$ cat config.mk
export PLATFORM = sky130hd
export DESIGN_NAME = hilo_unit
export DESIGN_NICKNAME = d
export VERILOG_FILES = /design/src/rtl/hilo_pkg.sv /design/src/rtl/hilo_unit.sv
export SDC_FILE = /design/constraint.sdc
export NUM_CORES = 1
export LEC_CHECK = 0
export CAP_MARGIN = 30
export CORE_ASPECT_RATIO = 1.2
export CORE_MARGIN = 2
export CORE_UTILIZATION = 45
export DETAILED_ROUTE_END_ITERATION = 12
export GPL_TIMING_DRIVEN = 0
export HOLD_SLACK_MARGIN = 0.06
export PLACE_DENSITY = 0.86
export REMOVE_ABC_BUFFERS = 1
export SYNTH_ARGS = -nofsm -noshare
export SYNTH_HDL_FRONTEND = slang
export SYNTH_SLANG_ARGS = --single-unit
$ cat constraint.sdc
create_clock -name clk -period 3.3 [get_ports clk]
set_clock_uncertainty 0.05 [all_clocks]
set_input_delay 0.33 -clock clk [delete_from_list [all_inputs] [get_ports clk]]
set_output_delay 0.33 -clock clk [all_outputs]
set_load 0.01 [all_outputs]
$ cat src/rtl/hilo_pkg.sv
// Shared types and encodings for the HI/LO multiply/accumulate unit.
package hilo_pkg;

    typedef enum logic [2:0] {
        OP_NOP   = 3'b000,
        OP_MULTU = 3'b001,
        OP_MULT  = 3'b010,
        OP_MTHI  = 3'b011,
        OP_MTLO  = 3'b100,
        OP_MADDU = 3'b101,
        OP_MADD  = 3'b110,
        OP_MSUB  = 3'b111
    } hilo_op_t;

    typedef enum logic [1:0] {
        ST_IDLE  = 2'd0,
        ST_ISSUE = 2'd1,
        ST_WAIT  = 2'd2,
        ST_DRAIN = 2'd3
    } hilo_state_t;

    localparam logic [1:0] MUL_IDLE     = 2'b00;
    localparam logic [1:0] MUL_UNSIGNED = 2'b01;
    localparam logic [1:0] MUL_SIGNED   = 2'b10;

    function automatic logic [1:0] mul_encoding(input hilo_op_t op);
        return (op == OP_MULT || op == OP_MADD || op == OP_MSUB) ? MUL_SIGNED : MUL_UNSIGNED;
    endfunction

    function automatic logic is_acc(input hilo_op_t op);
        return (op == OP_MADDU || op == OP_MADD || op == OP_MSUB);
    endfunction

endpackage

$ cat src/rtl/hilo_unit.sv
// HI/LO register unit: sequences one external multiplier and updates HI/LO.
// Define HILO_MADD_EN to build the MADDU/MADD/MSUB accumulate path.
//
// state    | meaning
// ST_IDLE  | ready for a request; MTHI/MTLO complete here
// ST_ISSUE | mul_op/mul_a/mul_b presented to the multiplier for one cycle
// ST_WAIT  | waiting for mul_done; result written to hi/lo on arrival
// ST_DRAIN | flushed; waiting for mul_done, result discarded
module hilo_unit
    import hilo_pkg::*;
(
    input  logic        clk,
    input  logic        resetn,
    input  logic        req_valid,
    input  hilo_op_t    req_op,
    input  logic [31:0] req_a,
    input  logic [31:0] req_b,
    output logic        req_ready,
    output logic        busy,
    input  logic        flush,
    output logic [31:0] hi,
    output logic [31:0] lo,
    output logic [1:0]  mul_op,
    output logic [31:0] mul_a,
    output logic [31:0] mul_b,
    input  logic [63:0] mul_c,
    input  logic        mul_done
);

    hilo_state_t state, state_nxt;
    logic        accept;
    logic        mul_start;
    logic        res_wr;
    logic [63:0] hilo_res;

    // A flush in IDLE blocks acceptance, so ready is withdrawn with it.
    assign req_ready = (state == ST_IDLE) && !flush;
    assign busy      = (state != ST_IDLE);
    assign accept    = req_valid && req_ready;
    assign res_wr    = (state == ST_WAIT) && mul_done && !flush;

`ifdef HILO_MADD_EN
    hilo_op_t op_q;

    assign mul_start = accept && (req_op == OP_MULT || req_op == OP_MULTU || is_acc(req_op));

    always_ff @(posedge clk or negedge resetn) begin
        if (!resetn) begin
            op_q <= OP_NOP;
        end else if (mul_start) begin
            op_q <= req_op;
        end
    end

    always_comb begin
        hilo_res = mul_c;
        case (op_q)
            OP_MADDU, OP_MADD: hilo_res = {hi, lo} + mul_c;
            OP_MSUB:           hilo_res = {hi, lo} - mul_c;
            default:           hilo_res = mul_c;
        endcase
    end
`else
    assign mul_start = accept && (req_op == OP_MULT || req_op == OP_MULTU);
    assign hilo_res  = mul_c;
`endif

    always_ff @(posedge clk or negedge resetn) begin
        if (!resetn) begin
            state <= ST_IDLE;
        end else begin
            state <= state_nxt;
        end
    end

    always_comb begin
        state_nxt = state;
        case (state)
            ST_IDLE:  if (mul_start) state_nxt = ST_ISSUE;
            ST_ISSUE: state_nxt = flush ? ST_DRAIN : ST_WAIT;
            ST_WAIT: begin
                if (mul_done)   state_nxt = ST_IDLE;
                else if (flush) state_nxt = ST_DRAIN;
            end
            ST_DRAIN: if (mul_done) state_nxt = ST_IDLE;
            default:  state_nxt = ST_IDLE;
        endcase
    end

    // mul_op is only non-idle in the cycle after acceptance, i.e. while in ISSUE.
    always_ff @(posedge clk or negedge resetn) begin
        if (!resetn) begin
            hi     <= '0;
            lo     <= '0;
            mul_op <= MUL_IDLE;
            mul_a  <= '0;
            mul_b  <= '0;
        end else begin
            mul_op <= mul_start ? mul_encoding(req_op) : MUL_IDLE;
            if (mul_start) begin
                mul_a <= req_a;
                mul_b <= req_b;
            end
            if (res_wr) begin
                {hi, lo} <= hilo_res;
            end else if (accept && req_op == OP_MTHI) begin
                hi <= req_a;
            end else if (accept && req_op == OP_MTLO) begin
                lo <= req_a;
            end
        end
    end

endmodule

After elaboration in Yosys (flattened, before gate mapping)
Cells that the tools add are included.
{"block": "classes", "muxes": 13, "n_eq_ne": 13, "n_reduce_logical": 17}
{"cell": "$mux 32", "count": 5}
{"cell": "$mux 2", "count": 6}
{"cell": "$eq 3x3->1 const B", "count": 3}
{"cell": "$pmux 2 s4", "count": 1}
{"cell": "$logic_and 1x1->1", "count": 7}
{"cell": "$eq 3x2->1 const B", "count": 2}
{"cell": "$ne 2x2->1 const B", "count": 3}
{"cell": "$reduce_bool 2->1", "count": 3}
{"cell": "$eq 2x2->1 const B", "count": 2}
{"cell": "$eq 3x1->1 const B", "count": 1}
{"cell": "$logic_or 1x1->1", "count": 3}
{"cell": "$ne 3x3->1 const B", "count": 1}
{"cell": "$reduce_and 3->1", "count": 1}
{"cell": "$eq 2x1->1 const B", "count": 1}
{"cell": "$logic_not 2->1", "count": 1}
{"cell": "$reduce_and 2->1", "count": 1}
{"cell": "$logic_not 1->1", "count": 1}
{"cell": "$mux 1", "count": 1}
{"block": "word_totals", "out_inout_bits": 132, "regBits": 132, "elab_cells": 49, "inputBits": 136}

Logic depth before layout (Yosys ltp)
Gate-level depths: netlist of run 1.
{"block": "logic_depth", "depth_word": 7, "depth_mapped": 6}

Worst setup path before layout of run 1
Ideal clock, no wire load.
{"block": "synth_timing", "path_kind": "reg-to-reg", "start": "register state[1]", "end": "register mul_a[10]", "synth_period_minus_slack_ns": 2.083, "t_arrival_ns": 1.908, "path_stages_with_launch": 7, "setup_time_ns": 0.125, "slack_ns": 1.217, "cell_sequence": "dfrtp_1 or4b_1 buf_2 nor3_2 buf_4 buf_6 mux2_2"}
{"block": "synth_between", "elab_chain_len": 4}
{"element": "start, declared", "line": "hilo_unit.sv:30", "text": "hilo_state_t state, state_nxt;"}
{"element": "start signal, assigned", "line": "hilo_unit.sv:72", "text": "state <= state_nxt;"}
{"element": "$logic_not 2->1", "line": "hilo_unit.sv:37", "text": "assign req_ready = (state == ST_IDLE) && !flush;"}
{"element": "$logic_and 1x1->1", "line": "hilo_unit.sv:37"}
{"element": "$logic_and 1x1->1", "line": "hilo_unit.sv:39", "text": "assign accept = req_valid && req_ready;"}
{"element": "$logic_and 1x1->1", "line": "hilo_unit.sv:64", "text": "assign mul_start = accept && (req_op == OP_MULT || req_op == OP_MULTU);"}
{"element": "end signal, assigned", "line": "hilo_unit.sv:101", "text": "mul_a <= req_a;"}
{"element": "end, declared", "line": "hilo_unit.sv:24", "text": "output logic [31:0] mul_a,"}
No other way between the ends.
A chain may end at the register's enable or synchronous reset.

Final worst setup path of run 1
{"block": "layout_timing", "start": "input flush", "end": "register mul_a[14]"}
{"block": "layout_between", "elab_chain_len": 4}
{"element": "start, declared", "line": "hilo_unit.sv:20", "text": "input logic flush,"}
{"element": "$logic_not 1->1", "line": "hilo_unit.sv:37"}
{"element": "$logic_and 1x1->1", "line": "hilo_unit.sv:37"}
{"element": "$logic_and 1x1->1", "line": "hilo_unit.sv:39"}
{"element": "$logic_and 1x1->1", "line": "hilo_unit.sv:64"}
No other way between the ends.

==> impl_metrics.tcl, run 1 <==
set metrics [dict create \
    placed_cell_area_um2 8867 \
    die_x_um 108.9 \
    clock_sinks 132 \
    globalRouteOverflowTotal 0 \
    placement.io_buffers 267 \
    cts_root_buffer "clkbuf_16" \
    antenna_found_initial 0 \
    synth_cells 552 \
    grt_max_degree 72 \
    cap_violations 0 \
    die_area_um2 14140 \
    cp-end-kind "register" \
    start_kind "primary input" \
    power_leakage_nw 3.903 \
    cts-resized-gates 0 \
    dp_hpwl_um 13130 \
    fin_total_pwr_mw 8.412 \
    drv_slew 0 \
    path_cells "clkdlybuf4s50_1 -> or4b_4 -> buf_12 -> nor3_4 -> buf_16 -> buf_16 -> mux2_2" \
    dp_cells 950 \
    synthesis.area_um2 5942 \
    nets 940 \
    postSynthAreaPerCell_um2 10.76 \
    cts_tree "done" \
    place.gp.congestion 0.7781 \
    relSlewSlack_pct 42.19 \
    wl_met3_um 1566 \
    cts.clk_slew.worst_paths_ns 0.06 \
    fin_crit_sh_pct 87.40 \
    min_path_type "register to register" \
    post_drt_via_cell_ratio 5.543 \
    cp_slowest_cell "or4b_4" \
    wirelength_um 18670 \
    ant_nets 0 \
    cts_made_buffers 17 \
    period_needed_ns 2.884 \
    drive_gt1_share_pct 11.14 \
    rows 46 \
    wl_met1_um 6746 \
    setup_violations 0 \
    dr_wl_met2_um 9754 \
    outcome "finished clean" \
    track_usage_pct 26.28 \
    grt_setup_unrepaired "no" \
    worst_hold_slack_ns 0.4348 \
    tightest_slew_ns 0.8648 \
    yosys_warnings 0 \
    antennaDiodeCount 0 \
    synth.distinct_cells 28 \
    hold_viol 0 \
    area_growth_pct 60.35 \
    max_freq_mhz 346.7 \
    dr.pass1.iters 6 \
    critPathRequiredTime_ns 3.53 \
    cts_buffer_depth 2 \
    drtIter0Drc 373 \
    slowest_delay_ns 0.82 \
    postLayoutCellArea_um2 9528 \
    path_max_fanout 65 \
    start_util_pct 45.48 \
    ir_worst_vdd_mv 0.5444 \
    die_h_um 129.9 \
    final_cells 985 \
    crit_path_frequent_cell "buf_16" \
    wire_per_inst_um 18.96 \
    p_per_area_nw_per_um2 882.9 \
    cts_max_level 4 \
    drcViolationCount 0 \
    path_class "primary input to register" \
    pin_count 268 \
    clock_latency_ns 0.41 \
    grt_pass1_wl_um 28370 \
    grt_pass1_vias 5560 \
    yosysSeqAreaShare_pct 55.59 \
    core-area_um2 13070 \
    top_layer_used "met4" \
    arrival_ns 3.12 \
    ys_ff_latch 132 \
    vias 5460 \
]
-- layer usage --
metal / up-vias / track usage (%)
met4: 0 / 11.99
met2: 259 / 46.58
met1: 2683 / 28.87
li1: 2472 / -
met5: - / 0
met3: 46 / 7.692
-- metrics by stage --
step           worst slack, ns  setup TNS [ns]  utilization [%]
6_report                0.4157               0            72.93
5_1_grt                 0.3090               0            72.93
4_1_cts                 0.4043               0            72.93
3_5_place_dp           -0.4141          -16.17            67.87
3_3_place_gp            -4.583         -766.70            65.58
2_1_floorplan           -2.000         -127.79                -
-- repair_timing --
item / in CTS / in global routing
buffers inserted: 2 / 0
endpoints found under the setup margin: 9 / 0
hold buffers: 1 / 0
hold endpoints to repair: 70 / 0
-- registers in the layout, summed over array words and instances, names as in the netlist --
name,cells
mul_op,2
hi,32
mul_b,32
mul_a,32
state,2
lo,32
-- cells in the mapped netlist (all sizes together) --
cell    number  area (um^2)
a21boi       1        7.510
a21oi       32        160.2
a221o        1        10.01
a31oi       32        200.2
a41oi       15        131.4
buf         14        121.4
clkbuf      36        135.1
dfrtp      132         3303
inv         32        120.1
mux2        64        720.7
nand3b       1        7.510
nor2        67        251.5
nor2b        2        12.51
nor3         1        10.01
nor4b        3        26.28
nor4bb       1        10.01
o21ai       64        320.3
o31a        17        148.9
or2          1        6.260
or3         32        200.2
or3b         1        8.760
or4b         1        10.01
or4bb        1        11.26
xnor2        1        8.760
-- logic make-up (layout without fill, tap and decap cells) --
logic type	Yosys count	after routing	share of synthesized area (%)
muxes	64	64	12.13
and+or+nand+nor	111	111	9.328
xor gates and xnor gates	1	1	0.1474
buffers and inverters	82	347	6.338
AOI/OAI and AO/OA	162	162	16.47
DFF	132	132	55.59
-- where the power goes --
part	switching, mW	internal (mW)
Combinational	1.45	2.07
Clock	0.713	1.31
Sequential	0.435	2.43
Total	2.60	5.81
-- final timing paths --
kind	start	to	slack, ns	depth (start not counted)
setup / recovery	flush	mul_a[14]$_DFFE_PN0P_	0.42	7
hold / removal	mul_a[29]$_DFFE_PN0P_	mul_a[29]$_DFFE_PN0P_	0.43	1
setup reg to reg	state[0]$_DFFE_PN0P_	mul_a[14]$_DFFE_PN0P_	0.45	6
hold reg to reg	mul_a[29]$_DFFE_PN0P_	mul_a[29]$_DFFE_PN0P_	0.43	1
max in group asynchronous	resetn	mul_a[12]$_DFFE_PN0P_	2.00	3
min in group asynchronous	resetn	lo[20]$_DFFE_PN0P_	0.45	2
-- placed cells by master, fill, tap and decap left out, types with 3 or more instances in the layout --
| master | Yosys | routed |
|---|---|---|
| dfrtp_1 | 132 | 132 |
| buf_4 | 1 | 4 |
| buf_16 | 0 | 6 |
| a41oi_1 | 15 | 15 |
| buf_12 | 0 | 3 |
| o21ai_0 | 64 | 64 |
| inv_1 | 32 | 32 |
| mux2_1 | 26 | 26 |
| o31a_1 | 17 | 17 |
| clkdlybuf4s50_1 | 0 | 266 |
| buf_6 | 8 | 3 |
| mux2_2 | 38 | 38 |
| clkbuf_16 | 0 | 17 |
| bufinv_16 | 0 | 4 |
| clkinv_4 | 0 | 3 |
| or3_1 | 32 | 32 |
| a31oi_1 | 32 | 32 |
| nor2_1 | 67 | 67 |
| a21oi_1 | 32 | 32 |
-- layout make-up --
| type | count | area (um^2) |
|---|---|---|
| clock inverters | 11 | 175.2 |
| inverters | 32 | 120.1 |
| flip-flops and latches | 132 | 3303 |
| well taps | 168 | 210.2 |
| fillers | 900 | 3537 |
| clock buffers | 21 | 460.4 |
| repair buffers | 283 | 2962 |
| multi-input cells | 338 | 2297 |
-- critical path: cells and delay by family --
| family | cells | cell delay, ns |
|---|---|---|
| mux | 1 | 0.36 |
| buf+inv | 4 | 1.26 |
| simple gates | 2 | 1.13 |
Note: power is estimated with default switching activity, not from simulation.
==> run 2: changes to the inputs <==
--- a/config.mk
+++ b/config.mk
@@ -9,10 +9,12 @@
 export CORE_ASPECT_RATIO = 1.2
 export CORE_MARGIN = 2
 export CORE_UTILIZATION = 45
+export CTS_CLUSTER_DIAMETER = 120
 export DETAILED_ROUTE_END_ITERATION = 12
 export GPL_TIMING_DRIVEN = 0
 export HOLD_SLACK_MARGIN = 0.06
 export PLACE_DENSITY = 0.86
+export RECOVER_POWER = 50
 export REMOVE_ABC_BUFFERS = 1
 export SYNTH_ARGS = -nofsm -noshare
 export SYNTH_HDL_FRONTEND = slang
==> impl_metrics.tcl, run 2 (same netlist as run 1, synthesis figures left out) <==
set metrics [dict create \
    outcome "finished with violations" \
    r2r-start "state[1]$_DFFE_PN0P_" \
    drv_slew 71 \
    grt_max_degree 72 \
    path_class "primary input to register" \
    final_cell_mix "clkdlybuf4s50_1, dfrtp_1, nor2_1, dlygate4sd3_1, o21ai_0" \
    place.gp.congestion 0.7781 \
    cts_made_buffers 17 \
    rr_worst_depth 6 \
    cts_root_buffer "clkbuf_16" \
    pin_count 268 \
    antennaDiodeCount 0 \
    wl_met1_um 6789 \
    clock_sinks 132 \
    min_path_type "register to register" \
    hp-start "mul_a[25]$_DFFE_PN0P_" \
    r2r_end "mul_a[14]$_DFFE_PN0P_" \
    dr.pass1.iters 5 \
    cts-resized-gates 0 \
    clock_latency_ns 0.41 \
    drive_gt1_share_pct 11.14 \
    rows 46 \
    dr_wl_met2_um 9850 \
    cap_violations 1 \
    globalRouteOverflowTotal 0 \
    final_cells 985 \
    path_max_fanout 65 \
    max_freq_mhz 346.9 \
    die_x_um 108.9 \
    track_usage_pct 26.28 \
    tightest_slew_ns 1.815 \
    cts.clk_slew.worst_paths_ns 0.06 \
    power_leakage_nw 3.928 \
    die_h_um 129.9 \
    die_area_um2 14140 \
    drtIter0Drc 369 \
    critPathRequiredTime_ns 3.53 \
    setup_violations 0 \
    cts_max_level 4 \
    worst_hold_slack_ns 0.4290 \
    top_layer_used "met4" \
    violations "max-capacitance violations, max-slew violations" \
    arrival_ns 3.12 \
    hold_depth 1 \
    nets 940 \
    dp_cells 950 \
    ant_nets 0 \
    wire_per_inst_um 19.00 \
    ir_worst_vdd_mv 0.5359 \
    wirelength_um 18710 \
    p_per_area_nw_per_um2 866.6 \
    post_drt_via_cell_ratio 5.566 \
    wl_met3_um 1440 \
    core-area_um2 13070 \
    period_needed_ns 2.882 \
    placement.io_buffers 267 \
    grt_pass1_vias 5560 \
    cp-end-kind "register" \
    hold_path_end "mul_a[25]$_DFFE_PN0P_" \
    dp_hpwl_um 13130 \
    relSlewSlack_pct -21.01 \
    start_util_pct 45.48 \
    vias 5483 \
    hold_viol 0 \
    r2r_slack_ns 0.45 \
    grt_setup_unrepaired "no" \
    layout_commonest_cell "clkdlybuf4s50_1" \
    cts_buffer_depth 2 \
    area_growth_pct 60.24 \
    cts_tree "done" \
    fin_crit_sh_pct 87.35 \
    drcViolationCount 0 \
    antenna_found_initial 0 \
    start_kind "primary input" \
    startpoint "flush" \
    grt_pass1_wl_um 28370 \
]
run 2: power by group:
group	switching, mW	total [mW]	leakage, nW	internal, mW
sequential	0.417	2.84	1.55	2.42
combinational	1.46	3.38	2.07	1.93
clock	0.715	2.03	0.304	1.31
run 2: critical path, cell delays in order:
cell and delay, ns:
clkdlybuf4s50_1 0.59, or4b_4 0.82, buf_12 0.28, nor3_4 0.31
buf_16 0.21, buf_16 0.18, mux2_2 0.36
run 2: final cells by class:
cell class	count	area, um^2
clock buffer	21	460.4
clock inverter	11	175.2
fill	901	3543
inverter	32	120.1
multi-input combinational	338	2297
sequential	132	3303
tap	168	210.2
timing repair buffer	283	2955
run 2: stage by stage:
step / worst slack (ns) / setup TNS [ns] / utilization [%] / instance area (um^2) / total power, mW
3_3_place_gp: -4.583 / -766.70 / 65.58 / 8568 / 6.196
2_1_floorplan: -2.000 / -127.79 / - / 5685 / 4.140
3_5_place_dp: -0.4141 / -16.17 / 67.87 / 8867 / 6.411
5_1_grt: 0.3090 / 0 / 72.88 / 9522 / 8.710
6_report: 0.4175 / 0 / 72.88 / 9522 / 8.251
4_1_cts: 0.4043 / 0 / 72.93 / 9528 / 8.482
run 2: worst max path at each step:
stage,end,slack [ns],cells after the start
after floorplan,mul_a[10]$_DFFE_PN0P_,-2.00,3
after global placement,mul_b[12]$_DFFE_PN0P_,-4.58,4
after detailed placement,mul_b[30]$_DFFE_PN0P_,-0.41,7
after CTS,mul_a[14]$_DFFE_PN0P_,0.40,7
after global routing,mul_a[14]$_DFFE_PN0P_,0.31,7
final,mul_a[14]$_DFFE_PN0P_,0.42,7
run 2: layer usage:
layer,vias to the layer above,track usage (%)
met5,-,0
met4,0,11.99
met3,48,7.692
met2,263,46.58
met1,2702,28.87
li1,2470,-
run 2: what timing repair did:
action | CTS | global route
setup endpoints to repair | 9 | 0
hold buffers | 1 | 0
setup buffers | 2 | 0
hold endpoints to repair | 70 | 0
